`src/rtl/fifo_access_ctrl.sv`:
```
// Shares a lagging-flag character FIFO between NREQ round-robin writers and one
// valid/ready consumer, keeping its own authoritative occupancy count.
module fifo_access_ctrl #(
  parameter int unsigned WIDTH = 8,
  parameter int unsigned DEPTH = 16,
  parameter int unsigned NREQ  = 2,
  localparam int unsigned LW   = $clog2(DEPTH) + 1
) (
  input  logic                    clk,
  input  logic                    rst,
  input  logic [NREQ-1:0]         req_valid,
  input  logic [NREQ*WIDTH-1:0]   req_data,
  output logic [NREQ-1:0]         req_ready,
  output logic                    fifo_rst_n,
  output logic                    fifo_key_valid,
  output logic                    fifo_wr_en,
  output logic [WIDTH-1:0]        fifo_din,
  output logic                    fifo_rd_en,
  input  logic [WIDTH-1:0]        fifo_dout,
  input  logic                    fifo_full,
  input  logic                    fifo_empty,
  output logic                    out_valid,
  output logic [WIDTH-1:0]        out_data,
  input  logic                    out_ready,
  output logic [LW-1:0]           level
);

  localparam int unsigned RW = (NREQ > 1) ? $clog2(NREQ) : 1;

  typedef enum logic {OpWr, OpRd} op_e;

  logic [LW-1:0]    level_q, level_d;
  logic [RW-1:0]    rr_last_q, rr_last_d;
  op_e              last_op_q, last_op_d;
  logic             rd_pend_q, rd_pend_d;
  logic             out_valid_q, out_valid_d;
  logic [WIDTH-1:0] out_data_q, out_data_d;
  logic             en_q;

  logic             grant_found;
  logic [RW-1:0]    grant_idx;
  logic             wr_ok, rd_ok;
  logic             issue_wr, issue_rd;

  // State register
  always_ff @(posedge clk) begin
    if (rst) begin
      level_q     <= '0;
      rr_last_q   <= RW'(NREQ - 1);
      last_op_q   <= OpRd;
      rd_pend_q   <= 1'b0;
      out_valid_q <= 1'b0;
      out_data_q  <= '0;
      en_q        <= 1'b0;
    end else begin
      level_q     <= level_d;
      rr_last_q   <= rr_last_d;
      last_op_q   <= last_op_d;
      rd_pend_q   <= rd_pend_d;
      out_valid_q <= out_valid_d;
      out_data_q  <= out_data_d;
      en_q        <= 1'b1;
    end
  end

  // Round-robin search starting just after the last granted requester
  always_comb begin
    grant_found = 1'b0;
    grant_idx   = '0;
    for (int unsigned k = 1; k <= NREQ; k++) begin
      logic [RW-1:0] cand;
      cand = RW'((int'(rr_last_q) + k) % NREQ);
      if (!grant_found && req_valid[cand]) begin
        grant_found = 1'b1;
        grant_idx   = cand;
      end
    end
  end

  // FIFO flags may only veto an operation; level alone decides eligibility.
  always_comb begin
    wr_ok    = en_q && (level_q < LW'(DEPTH)) && !fifo_full && grant_found;
    rd_ok    = en_q && (level_q != '0) && !fifo_empty && !out_valid_q && !rd_pend_q;
    issue_wr = wr_ok && (!rd_ok || (last_op_q == OpRd));
    issue_rd = rd_ok && (!wr_ok || (last_op_q == OpWr));
  end

  // Next state
  always_comb begin
    level_d     = level_q;
    rr_last_d   = rr_last_q;
    last_op_d   = last_op_q;
    rd_pend_d   = issue_rd;
    out_valid_d = out_valid_q;
    out_data_d  = out_data_q;
    if (issue_wr) begin
      level_d   = level_q + LW'(1);
      rr_last_d = grant_idx;
      last_op_d = OpWr;
    end else if (issue_rd) begin
      level_d   = level_q - LW'(1);
      last_op_d = OpRd;
    end
    // rd_pend and out_valid are mutually exclusive, so load never meets a handshake
    if (rd_pend_q) begin
      out_valid_d = 1'b1;
      out_data_d  = fifo_dout;
    end else if (out_valid_q && out_ready) begin
      out_valid_d = 1'b0;
    end
  end

  // Outputs
  always_comb begin
    req_ready      = issue_wr ? (NREQ'(1) << grant_idx) : '0;
    fifo_din       = issue_wr ? req_data[grant_idx*WIDTH +: WIDTH] : '0;
    fifo_wr_en     = issue_wr;
    fifo_rd_en     = issue_rd;
    fifo_rst_n     = ~rst;
    fifo_key_valid = en_q;
    out_valid      = out_valid_q;
    out_data       = out_data_q;
    level          = level_q;
  end

endmodule

```
`config.mk`:
```
export PLATFORM = sky130hd
export DESIGN_NAME = fifo_access_ctrl
export DESIGN_NICKNAME = d
export VERILOG_FILES = /design/src/rtl/fifo_access_ctrl.sv
export SDC_FILE = /design/constraint.sdc
export NUM_CORES = 1
export LEC_CHECK = 0
export ABC_CLOCK_PERIOD_IN_PS = 8900
export BUFFER_PORTS_ARGS = -buffer_cell sky130_fd_sc_hd__clkbuf_2
export CORE_MARGIN = 1
export CORE_UTILIZATION = 30
export DETAILED_ROUTE_END_ITERATION = 10
export PLACE_DENSITY = 0.58
export SETUP_SLACK_MARGIN = 0.4
export SLEW_MARGIN = 0
export SYNTH_ARGS = -nofsm -noshare
export SYNTH_HDL_FRONTEND = slang
export SYNTH_SLANG_ARGS = --single-unit
```
`constraint.sdc`:
```
create_clock -name clk -period 8.9 [get_ports clk]
set_input_delay 2.225 -clock clk [delete_from_list [all_inputs] [get_ports clk]]
set_output_delay 2.225 -clock clk [all_outputs]
set_load 0.1 [all_outputs]
```
==> out/results.txt <==
The tools report the root cell of the clock tree as clkbuf_4. The class of the tightest hold or removal check was flop to flop. Endpoint kind of the worst setup timing path: an output port. The routed design has 2.38 mm of wire.

In this run the standard cell core region covers 3030 um2. The die covers 3420 um2. The area taken by flip-flops and latches is 360 um2. The run finished with clean final reports. The depth of the worst register-to-register path came out at 8. The worst hold path stage count came out at 2.

The number of vias in the routed layout was 977. The mux cell area share after synthesis was 0.0838. The first global-routing pass estimated 3.92 mm of wire.

The worst vdd rail ir drop is 0.0779 mV, and the CTS sink count is 18. Share of the synthesized area in compound gates (AO/OA/AOI/OAI): 0.237. Subtracting the final worst setup slack from the clock period gives 6.45 ns. In this run the cell area of the synthesized design comes to 956 um2.

In this run, synthesis produced a sequential element count of 18. For this run, the top clock speed supported by timing is 155 MHz. The sequential share of the synthesized area came out at 0.377. The number of nets in the synthesized netlist is 134.

The detailed router finished its first iteration with 35 violations. The most used routing layer in global routing is met2. The count of TritonRoute iterations in the first routing pass came out at 4. The tools report the boundary pin count as 59.

TritonCTS built the clock tree. By area, the combinational part of the netlist is dominated by compound AO/OA/AOI/OAI gates. The total of hold buffers inserted after clock tree synthesis was 0.

Compared with the post-synthesis result, the final layout area differs by 37.8%. The logs give 0 for the number of antenna violations at the first check in global routing and 2 for the worst-case clock buffer depth. The adder-cell share of the synthesized area was 0.0602; the number of rows in the core area was 20.

Entering global routing, the biggest net connects 16 pins. For the worst setup path, the data required time is 6.68 ns. The run gives 1 as the CTS H-tree depth. At the end of routability-driven placement, the weighted congestion stood at 0.831.

The tools report the initial core utilization as 0.316. The average instance area after synthesis is 9.66 um2. Synthesis produced 99 cells.

The leakage power total was 0.632 nW; the final core area utilization was 0.435. The post-CTS setup-driven buffer insertion count is 0, and the post-route fraction of the period consumed by the critical path is 0.725. The global router's overall resource usage is 0.150.

The max-slew violation total from the final report was 0. The multi-input gate area in the final layout was 553 um2. The die is 58.5 um tall. The clock slew seen by the registers of the worst setup and hold paths works out to 0.10 ns. The global routing usage on met3 was 0.0330. The run gives 0.166 as the met1 layer usage reported by global route. The kind of launch point of the worst setup path is an input port. The maximum fanout count along the critical path came out at 6.

The yosys synthesis warning count is 0, and the remaining global-route overflow is 0. After synthesis, the netlist uses 33 different library cells. The post-cts resize count was 0; the count of antenna diodes in the layout was 0. After the last flow step, the layout net total stands at 194.

The quantity of I/O buffers inserted on ports is 58, and the max-cap check violation count is 0. The final setup violation count was 0. Counting the fill cells in the layout gives 329. The number of global-route vias before repair came out at 920.

The ratio of routed vias to standard cells works out to 4.84. The worst clock skew is 0.00404 ns, and the xor and xnor fraction of the mapped netlist area is 0.0183. The simple-gate share of the synthesized area was 0.179. Detailed-placement wirelength estimate: 1.94 mm. The number of CTS-inserted buffers is 3. Dividing the detail-routed wire length by the instance count gives 11.8 um. The proportion of layout cells with a drive suffix above 1 is 0.437, and the slew at the pin closest to its max-slew limit is 0.838 ns.

The run gives 0 as the DRC violation count after routing. The critical path is of the input port to output port type. Floorplan die width: 58.5 um. The final-layout setup total negative slack is 0 ns.

For this design the ratio of total power to cell area is 250 nW/um2. The tools report the insertion delay of the later-clocked pin in the worst-skew pair as 0.29 ns. The final hold violation count was 0. The met2 demand-to-capacity share in global routing is 0.274. Setup repair after global routing left no endpoint under its margin. The run gives 0.435 as the remaining max-slew budget at the tightest pin.

Data arrives at the worst endpoint at 4.23 ns. The tools report the number of routed nets with antenna violations as 0.
-- layout make-up --
class                      count  share of cell area
sequential                    18               0.274
clock buffer                   4              0.0275
inverter                       6              0.0171
tap                           44              0.0418
multi-input combinational     72               0.420
timing repair buffer          58               0.220
-- final timing paths --
kind / slack [ns] / start / end
min: 0.50 / out_data[6]$_SDFFE_PP0P_ / out_data[6]$_SDFFE_PP0P_
max: 2.45 / fifo_empty / fifo_wr_en
max reg2reg: 5.77 / rd_pend_q$_SDFF_PP0_ / level[4]$_SDFFE_PP0P_
min reg2reg: 0.50 / out_data[6]$_SDFFE_PP0P_ / out_data[6]$_SDFFE_PP0P_
-- layout by cell type (no fill, tap or decap), types with 2 or more instances in the layout --
cell	n
nand3_1	2
clkbuf_4	3
a22o_1	8
ha_1	3
xor2_1	2
o21ai_0	5
dfxtp_1	18
nor3_1	5
nor2_1	12
mux2i_1	8
nand2_1	3
inv_1	6
clkbuf_2	58
a21oi_1	6
-- synthesized netlist by cell type --
cell      number  share of area
o211ai_1       1         0.0079
a211oi_1       1         0.0079
nor3_4         1          0.017
a211oi_4       1          0.021
buf_2          1         0.0052
nor2_1        12          0.047
or3_1          1         0.0065
dfxtp_1       18           0.38
nor4_2         1          0.013
xor2_1         2          0.018
a21o_2         1         0.0092
or4b_4         1          0.014
mux2i_1        8          0.084
nand2_1        3          0.012
clkbuf_1       1         0.0039
o21ai_0        5          0.026
a21o_1         1         0.0079
a21oi_1        6          0.031
a21boi_0       1         0.0079
inv_1          6          0.024
ha_1           3          0.039
o31ai_1        1         0.0079
nand2b_1       1         0.0065
nor3b_4        1          0.020
a21oi_4        1          0.017
nand4_1        1         0.0065
a22oi_1        1         0.0079
nand3_1        2          0.010
fa_1           1          0.021
a22o_1         8          0.073
nor3_1         5          0.026
o2111a_1       1          0.012
buf_6          1          0.012
-- state kept, by name (all words and copies together) (netlist names) --
register / cells
fifo_key_valid: 1
last_op_q: 1
out_valid: 1
level: 5
rd_pend_q: 1
rr_last_q: 1
out_data: 8
-- metal layers --
layer	part of all wire	routed length, um
met1	0.41	975
met2	0.49	1170
met3	0.088	209
met4	0.010	24
met5	0	0
-- where the power goes --
group,internal (mW),total [mW],switching [mW]
Sequential,0.0903,0.103,0.0129
Clock,0.0249,0.0494,0.0245
Combinational,0.0407,0.177,0.137
Total,0.156,0.330,0.174
-- kinds of logic (layout without fill, tap and decap cells) --
logic type	count (synthesis)	count (layout)
xor+xnor	2	2
simple gates	29	29
buf+inv	9	68
flops	18	18
mux	8	8
compound gates	29	29
fa+ha+maj	4	4
-- metrics by stage --
step / cells / hold WS (ns) / area, um2 / power [mW] / worst slack [ns]
after floorplan: 99 / 0.492 / 956 / 0.252 / 1.88
after global placement: 198 / 0.475 / 1280 / 0.281 / 2.52
after detailed placement: 198 / 0.484 / 1280 / 0.283 / 2.41
after CTS: 202 / 0.514 / 1320 / 0.333 / 2.38
after global routing: 202 / 0.552 / 1320 / 0.348 / 2.29
final: 202 / 0.505 / 1320 / 0.330 / 2.45
-- worst max-delay path: stages --
cell	delay (ns)
clkbuf_2	0.08
or4b_4	0.53
a21o_2	0.25
o21ai_0	0.67
inv_1	0.08
clkbuf_2	0.39
Note: power is estimated with default switching activity, not from simulation.
